File: config.mk
export PLATFORM = sky130hd
export DESIGN_NAME = muldiv_unit_flat
export DESIGN_NICKNAME = d
export VERILOG_FILES = /design/src/rtl/muldiv_unit_pkg.sv /design/src/rtl/muldiv_unit_if.sv /design/src/rtl/muldiv_core.sv /design/src/rtl/muldiv_unit.sv /design/src/flat_wrapper.sv
export SDC_FILE = /design/constraint.sdc
export NUM_CORES = 1
export LEC_CHECK = 0
export CAP_MARGIN = 20
export CORE_MARGIN = 2
export CORE_UTILIZATION = 34
export DETAILED_ROUTE_END_ITERATION = 8
export RECOVER_POWER = 50
export SLEW_MARGIN = 20
export SYNTH_ARGS = -nofsm -noshare
export SYNTH_HDL_FRONTEND = slang
export SYNTH_SLANG_ARGS = --single-unit
File: constraint.sdc
create_clock -name clk -period 7.5 [get_ports clk]
set_input_delay 1.125 -clock clk [delete_from_list [all_inputs] [get_ports clk]]
set_output_delay 1.125 -clock clk [all_outputs]
set_load 0.02 [all_outputs]
File: src/rtl/muldiv_unit_pkg.sv
// Shared encodings for the multiply/divide unit: op codes, FSM states, default width.
package muldiv_unit_pkg;

  localparam int unsigned MD_WIDTH = 32;

  typedef enum logic [2:0] {
    MD_NONE  = 3'd0,
    MD_MULT  = 3'd1,
    MD_MULTU = 3'd2,
    MD_DIV   = 3'd3,
    MD_DIVU  = 3'd4,
    MD_MTHI  = 3'd5,
    MD_MTLO  = 3'd6,
    MD_RSVD  = 3'd7
  } md_op_e;

  typedef enum logic [1:0] {
    S_IDLE = 2'd0,
    S_CALC = 2'd1,
    S_FIX  = 2'd2
  } md_state_e;

endpackage

File: src/rtl/muldiv_unit_if.sv
// EX-stage request/response bundle between the pipeline and the multiply/divide unit.
interface muldiv_unit_if #(
  parameter int unsigned WIDTH = 32
);
  logic             valid;
  logic [2:0]       md_op;
  logic [WIDTH-1:0] A;
  logic [WIDTH-1:0] B;
  logic             cancel;
  logic             busy;
  logic             done;
  logic [WIDTH-1:0] hi;
  logic [WIDTH-1:0] lo;

  // Pipeline side: issues ops, observes HI/LO and the stall request.
  modport master (
    output valid, md_op, A, B, cancel,
    input  busy, done, hi, lo
  );

  // Unit side.
  modport slave (
    input  valid, md_op, A, B, cancel,
    output busy, done, hi, lo
  );
endinterface

File: src/rtl/muldiv_core.sv
// Iterative datapath: shift-add multiply and restoring divide on magnitudes,
// with the sign fix-up applied combinationally to the final accumulator.
module muldiv_core
  import muldiv_unit_pkg::*;
#(
  parameter int unsigned WIDTH = MD_WIDTH
) (
  input  logic             clk,
  input  logic             rst_n,
  input  logic             load_i,      // latch operands (start of op)
  input  logic             step_i,      // perform one iteration
  input  logic             is_div_i,
  input  logic             is_signed_i,
  input  logic [WIDTH-1:0] a_i,
  input  logic [WIDTH-1:0] b_i,
  output logic [WIDTH-1:0] res_hi_o,
  output logic [WIDTH-1:0] res_lo_o
);

  // acc holds {partial, multiplier} for mult and {remainder, dividend/quotient} for div.
  logic [2*WIDTH-1:0] acc_q, acc_d;
  logic [WIDTH-1:0]   opnd_q, opnd_d;  // multiplicand or divisor magnitude
  logic               is_div_q, is_div_d;
  logic               neg_a_q, neg_a_d;
  logic               neg_b_q, neg_b_d;

  logic [WIDTH-1:0]   a_abs, b_abs;
  logic [WIDTH:0]     mul_sum;
  logic [2*WIDTH-1:0] mul_next;
  logic [WIDTH:0]     rem_sh, rem_diff;
  logic [2*WIDTH-1:0] div_next;

  // Operand magnitudes, one iteration of each algorithm, and next-state selection.
  always_comb begin
    a_abs = (is_signed_i && a_i[WIDTH-1]) ? -a_i : a_i;
    b_abs = (is_signed_i && b_i[WIDTH-1]) ? -b_i : b_i;

    mul_sum  = {1'b0, acc_q[2*WIDTH-1:WIDTH]} + (acc_q[0] ? {1'b0, opnd_q} : '0);
    mul_next = {mul_sum, acc_q[WIDTH-1:1]};

    rem_sh   = {acc_q[2*WIDTH-1:WIDTH], acc_q[WIDTH-1]};
    rem_diff = rem_sh - {1'b0, opnd_q};
    // Restore on borrow: keep the shifted remainder and shift in a 0.
    div_next = rem_diff[WIDTH] ? {rem_sh[WIDTH-1:0], acc_q[WIDTH-2:0], 1'b0}
                               : {rem_diff[WIDTH-1:0], acc_q[WIDTH-2:0], 1'b1};

    acc_d    = acc_q;
    opnd_d   = opnd_q;
    is_div_d = is_div_q;
    neg_a_d  = neg_a_q;
    neg_b_d  = neg_b_q;
    if (load_i) begin
      acc_d    = {{WIDTH{1'b0}}, (is_div_i ? a_abs : b_abs)};
      opnd_d   = is_div_i ? b_abs : a_abs;
      is_div_d = is_div_i;
      neg_a_d  = is_signed_i & a_i[WIDTH-1];
      neg_b_d  = is_signed_i & b_i[WIDTH-1];
    end else if (step_i) begin
      acc_d = is_div_q ? div_next : mul_next;
    end
  end

  // Datapath registers.
  always_ff @(posedge clk or negedge rst_n) begin
    if (!rst_n) begin
      acc_q    <= '0;
      opnd_q   <= '0;
      is_div_q <= 1'b0;
      neg_a_q  <= 1'b0;
      neg_b_q  <= 1'b0;
    end else begin
      acc_q    <= acc_d;
      opnd_q   <= opnd_d;
      is_div_q <= is_div_d;
      neg_a_q  <= neg_a_d;
      neg_b_q  <= neg_b_d;
    end
  end

  logic [2*WIDTH-1:0] prod;
  logic [WIDTH-1:0]   quo, rem;
  logic               neg_res, div_zero;

  // Sign fix-up. Divide-by-zero leaves the quotient all-ones; the remainder path
  // then reproduces A exactly because rem == |A| and takes A's sign.
  always_comb begin
    neg_res  = neg_a_q ^ neg_b_q;
    div_zero = (opnd_q == '0);
    prod     = neg_res ? -acc_q : acc_q;
    quo      = acc_q[WIDTH-1:0];
    rem      = acc_q[2*WIDTH-1:WIDTH];
    if (is_div_q) begin
      res_lo_o = div_zero ? '1 : (neg_res ? -quo : quo);
      res_hi_o = neg_a_q ? -rem : rem;
    end else begin
      res_lo_o = prod[WIDTH-1:0];
      res_hi_o = prod[2*WIDTH-1:WIDTH];
    end
  end

endmodule

File: src/rtl/muldiv_unit.sv
// Multi-cycle MULT/MULTU/DIV/DIVU unit owning the architectural HI/LO registers.
// Stalls EX through busy; cancel squashes an in-flight op without touching HI/LO.
module muldiv_unit
  import muldiv_unit_pkg::*;
#(
  parameter int unsigned WIDTH = MD_WIDTH
) (
  input  logic          clk,
  input  logic          rst_n,
  muldiv_unit_if.slave  bus
);

  localparam int unsigned CntW = (WIDTH > 1) ? $clog2(WIDTH) : 1;

  md_state_e        state_q, state_d;
  logic [CntW-1:0]  count_q, count_d;
  logic [WIDTH-1:0] hi_q, hi_d;
  logic [WIDTH-1:0] lo_q, lo_d;
  logic             done_q, done_d;

  logic             is_md, is_div, is_signed, idle, start;
  logic [WIDTH-1:0] res_hi, res_lo;

  // Request decode; new requests are only accepted in IDLE and never alongside cancel.
  always_comb begin
    is_md     = (bus.md_op == MD_MULT) || (bus.md_op == MD_MULTU) ||
                (bus.md_op == MD_DIV)  || (bus.md_op == MD_DIVU);
    is_div    = (bus.md_op == MD_DIV)  || (bus.md_op == MD_DIVU);
    is_signed = (bus.md_op == MD_MULT) || (bus.md_op == MD_DIV);
    idle      = (state_q == S_IDLE);
    start     = idle && bus.valid && is_md && !bus.cancel;
  end

  muldiv_core #(
    .WIDTH (WIDTH)
  ) u_core (
    .clk         (clk),
    .rst_n       (rst_n),
    .load_i      (start),
    .step_i      (state_q == S_CALC),
    .is_div_i    (is_div),
    .is_signed_i (is_signed),
    .a_i         (bus.A),
    .b_i         (bus.B),
    .res_hi_o    (res_hi),
    .res_lo_o    (res_lo)
  );

  // FSM next state, iteration counter, HI/LO writes and done pulse.
  always_comb begin
    state_d = state_q;
    count_d = count_q;
    hi_d    = hi_q;
    lo_d    = lo_q;
    done_d  = 1'b0;
    if (bus.cancel) begin
      state_d = S_IDLE;
    end else begin
      unique case (state_q)
        S_IDLE: begin
          if (start) begin
            state_d = S_CALC;
            count_d = '0;
          end else if (bus.valid && bus.md_op == MD_MTHI) begin
            hi_d = bus.A;
          end else if (bus.valid && bus.md_op == MD_MTLO) begin
            lo_d = bus.A;
          end
        end
        S_CALC: begin
          count_d = count_q + 1'b1;
          if (count_q == CntW'(WIDTH - 1)) begin
            state_d = S_FIX;
          end
        end
        S_FIX: begin
          hi_d    = res_hi;
          lo_d    = res_lo;
          done_d  = 1'b1;
          state_d = S_IDLE;
        end
        default: state_d = S_IDLE;
      endcase
    end
  end

  // Control and architectural state registers.
  always_ff @(posedge clk or negedge rst_n) begin
    if (!rst_n) begin
      state_q <= S_IDLE;
      count_q <= '0;
      hi_q    <= '0;
      lo_q    <= '0;
      done_q  <= 1'b0;
    end else begin
      state_q <= state_d;
      count_q <= count_d;
      hi_q    <= hi_d;
      lo_q    <= lo_d;
      done_q  <= done_d;
    end
  end

  assign bus.busy = (state_q != S_IDLE);
  assign bus.done = done_q;
  assign bus.hi   = hi_q;
  assign bus.lo   = lo_q;

endmodule

File: src/flat_wrapper.sv
// flat-port wrapper written by rule: the top's interface ports become plain ports
module muldiv_unit_flat import muldiv_unit_pkg::*;
#(
  parameter int unsigned WIDTH = MD_WIDTH
)
  (clk, rst_n, bus_valid, bus_md_op, bus_A, bus_B, bus_cancel, bus_busy, bus_done, bus_hi, bus_lo);
  muldiv_unit_if #(.WIDTH(WIDTH)) bus_i ();
  input  logic clk;
  input  logic rst_n;
  input wire logic [$bits(bus_i.valid)-1:0] bus_valid;
  input wire logic [$bits(bus_i.md_op)-1:0] bus_md_op;
  input wire logic [$bits(bus_i.A)-1:0] bus_A;
  input wire logic [$bits(bus_i.B)-1:0] bus_B;
  input wire logic [$bits(bus_i.cancel)-1:0] bus_cancel;
  output wire logic [$bits(bus_i.busy)-1:0] bus_busy;
  output wire logic [$bits(bus_i.done)-1:0] bus_done;
  output wire logic [$bits(bus_i.hi)-1:0] bus_hi;
  output wire logic [$bits(bus_i.lo)-1:0] bus_lo;
  assign bus_i.valid = bus_valid;
  assign bus_i.md_op = bus_md_op;
  assign bus_i.A = bus_A;
  assign bus_i.B = bus_B;
  assign bus_i.cancel = bus_cancel;
  assign bus_busy = bus_i.busy;
  assign bus_done = bus_i.done;
  assign bus_hi = bus_i.hi;
  assign bus_lo = bus_i.lo;
  muldiv_unit #(.WIDTH(WIDTH)) u_core (.clk(clk), .rst_n(rst_n), .bus(bus_i));
endmodule
==> impl_metrics.py <==
metrics = {
    "outcome": {
        "status": "finished with violations",
        "violations": "capacitance limit, slew limit",
    },
    "clocking": {
        "path_clk_slew_ns": 0.06,
        "hold_buffers": 0,
        "clockRootBuffer": "clkbuf_16",
        "h-tree-depth": 4,
        "clock-sinks": 171,
        "cts_inserted_buffers": 17,
        "insertion_delay_ns": 0.45,
        "cts_max_path_buffers": 2,
        "cts_resized": 0,
        "post_cts_buffers": 0,
        "cts_tree": "built",
    },
    "floorplan": {
        "die_h_microns": 214.5,
        "fp.dieW_microns": 214.5,
        "core_area_sq_um": 43930,
        "row_count": 77,
        "die_area_sq_um": 45990,
        "ioPinCount": 137,
        "start_util": 0.3428,
    },
    "worst_setup_path": {
        "crit_chain": "clkbuf_1 -> clkbuf_2",
        "cp.required_ns": 7.67,
        "critPathTopFamily": "buffers and inverters",
        "crit_fanout": 70,
        "worst-setup-path-type": "in2async",
        "crit_buf_inv": 2,
        "slowest_stage": "clkbuf_2",
        "cp-end-kind": "async pin",
        "cp_data_arrival_time_ns": 4.50,
        "cpPeakStageDelay_ns": 1.68,
        "crit_path_start_kind": "primary input",
    },
    "drt": {
        "drc": 0,
        "routed_wl_mm": 56.43,
        "final_antenna_net_count": 0,
        "via_per_inst": 5.795,
        "vias": 15050,
        "drt-initial-drc-count": 1643,
        "wl_per_cell_microns": 21.73,
        "first_pass_iters": 5,
    },
    "logic_synthesis": {
        "synthesis.area_sq_um": 15060,
        "synth.most_common_cell": "nand2_1",
        "synthTopCellsByArea": "dfrtp_1 (28%), o21ai_0 (6.2%), xnor2_1 (6.0%)",
        "yosys.area.top_type_share": 0.2842,
        "syn-num-nets": 2088,
        "synth.largest_area_cell": "dfrtp_1",
        "syn_area_per_cell_sq_um": 7.742,
        "synth_edf_count": 0,
        "yosys_warnings": 0,
        "synth-seq-cells": 171,
        "synthCells": 1945,
        "synth_common_cells": "nand2_1 (226), o21ai_0 (188), nor2_1 (183), dfrtp_1 (171), a21oi_1 (168)",
        "synthFlopType": "dfrtp_1",
        "synthArstFlopShare": 1.000,
        "synth.distinct_cells": 82,
        "seq_area_frac_synth": 0.2842,
    },
    "placed_design": {
        "dp_cells": 2565,
        "io_buffer_count": 136,
        "gp_congestion": 1.016,
        "dp_slack_ns": 3.062,
        "hpwl_mm": 43.29,
        "placed_area_sq_um": 16840,
    },
    "timing": {
        "period_share": 0.5770,
        "max-slew-margin-rel": -0.5605,
        "holdWs_ns": 0.4698,
        "setup_tns_ns": 0,
        "setup_viol": 0,
        "clock_skew_ns": 0.01246,
        "final_max_slew_viol_count": 115,
        "final_hold_viol_count": 0,
        "max_freq_mhz": 231.1,
        "setup_slack_ns": 3.173,
        "rsz0062_at_grt": "no",
        "min_period_ns": 4.327,
        "tightest_slew_ns": 2.341,
    },
    "layout": {
        "final_cell_area_sq_um": 17390,
        "regArea_sq_um": 4280,
        "area_delta_synth_final_pct": 15.49,
        "final_layout_size_suffix_gt1_frac": 0.04688,
        "fin_util": 0.3958,
        "diodes": 0,
        "final_cells": 2597,
        "fillers": 4613,
        "multiInputGateArea_sq_um": 10080,
        "nNetsFinal": 2135,
    },
    "global_route": {
        "overflow": 0,
        "grt_usage": 0.2404,
        "grt_antenna_before_repair": 0,
        "grt_pass1_wl_mm": 85.98,
        "grt_pass1_vias": 14360,
        "grt_max_degree": 97,
    },
    "power": {
        "clkPwrFrac": 0.138,
        "p_comb_frac": 0.588,
        "sw_frac_of_total": 0.4928,
        "intPower_mw": 3.244,
        "irDropWorstVdd_v": 0.0001808,
        "totalPowerFinal_mw": 6.396,
        "pwr-share-seq": 0.274,
        "p_per_area_nw_per_um2": 367.8,
        "p_switching_mw": 3.152,
        "p_leak_nw": 7.197,
    },
    "flow_run": {
        "drv_cap": 2,
    },
    "worst_hold_path": {
        "hp-class": "reg2reg",
    },
}
[metal layers]
layer | global-route usage | routed length (microns)
met1 | 0.3303 | 25190
met2 | 0.3758 | 25010
met3 | 0.04199 | 4272
met4 | 0.09259 | 1955
met5 | 0 | 0
[logic make-up (layout without fill, tap and decap cells)]
kind of cell,count (synthesis),in the layout,share of synthesized area
XOR/XNOR,177,177,0.1029
AND/OR/NAND/NOR,614,614,0.1918
buffers and inverters,189,249,0.04919
AO/OA/AOI/OAI,656,656,0.2666
flip-flops,171,171,0.2842
multiplexers,66,66,0.04445
adder cells (fa/ha/maj),72,72,0.06082
[cells in the final DEF (no fill, tap or decap), types with 14 or more instances in the layout]
| cell | instances |
|---|---|
| buf_4 | 17 |
| nor4_1 | 16 |
| nor3_1 | 34 |
| a21oi_1 | 168 |
| nand2_1 | 225 |
| and3_1 | 17 |
| inv_1 | 63 |
| nor2_1 | 181 |
| or3_1 | 14 |
| ha_1 | 70 |
| o211ai_1 | 47 |
| o31ai_1 | 26 |
| o21ai_0 | 187 |
| o22ai_1 | 33 |
| mux2i_1 | 59 |
| a22oi_1 | 17 |
| dlygate4sd3_1 | 32 |
| nand3_1 | 17 |
| dfrtp_1 | 170 |
| nand2b_1 | 24 |
| xnor2_1 | 104 |
| xor2_1 | 73 |
| o21ai_1 | 44 |
| clkdlybuf4s50_1 | 103 |
| clkbuf_16 | 17 |
| a21o_1 | 32 |
[path summary, 6_finish.rpt]
path,start,slack (ns),to,depth (start not counted)
setup / recovery,rst_n,3.17,u_core.u_core.opnd_q[0]$_DFFE_PN0N_,2
hold / removal,u_core.bus.hi[3]$_DFFE_PN0P_,0.47,u_core.bus.hi[3]$_DFFE_PN0P_,2
min in group asynchronous,rst_n,1.38,u_core.bus.lo[12]$_DFFE_PN0P_,1
hold reg to reg,u_core.bus.hi[3]$_DFFE_PN0P_,0.47,u_core.bus.hi[3]$_DFFE_PN0P_,2
setup reg to reg,u_core.u_core.acc_q[0]$_DFFE_PN0P_,3.26,u_core.u_core.acc_q[63]$_DFFE_PN0P_,14
max in group clk,u_core.u_core.acc_q[0]$_DFFE_PN0P_,3.26,u_core.u_core.acc_q[63]$_DFFE_PN0P_,14
[power groups by stage]
stage	Clock, mW	Combinational (mW)	Sequential, mW
4_1_cts	0.891	3.74	1.73
3_5_place_dp	0	3.72	1.75
6_report	0.886	3.76	1.75
3_3_place_gp	0	3.68	1.74
2_1_floorplan	0	2.74	1.57
5_1_grt	0.924	4.13	1.78
[flip-flops by register name, summed over array words and instances (netlist names)]
| name | cells |
|---|---|
| u_core.u_core.neg_a_q | 1 |
| u_core.u_core.is_div_q | 1 |
| u_core.u_core.opnd_q | 32 |
| u_core.state_q | 2 |
| u_core.bus.hi | 32 |
| u_core.u_core.acc_q | 64 |
| u_core.bus.done | 1 |
| u_core.count_q | 5 |
| u_core.u_core.neg_b_q | 1 |
| u_core.bus.lo | 32 |
[worst register-to-register path, cell delays in order (launching register included)]
cell	delay, ns
dfrtp_1	0.51
inv_1	0.20
buf_4	0.37
nor2_1	0.12
ha_1	0.36
and2_1	0.21
and4_1	0.20
o21ai_1	0.10
a21boi_1	0.15
a31oi_1	0.39
o21ai_1	0.25
a211oi_1	0.46
o21ai_0	0.29
a211oi_1	0.37
o41ai_2	0.11
[layout make-up]
cell class | count | area share
repair buffers | 154 | 0.08555
well taps | 592 | 0.04259
clock buffers | 20 | 0.02569
multi-input cells | 1585 | 0.5799
clock inverters | 12 | 0.006547
flip-flops and latches | 171 | 0.2461
inverters | 63 | 0.01360
Power figures use the tool's default switching activity.
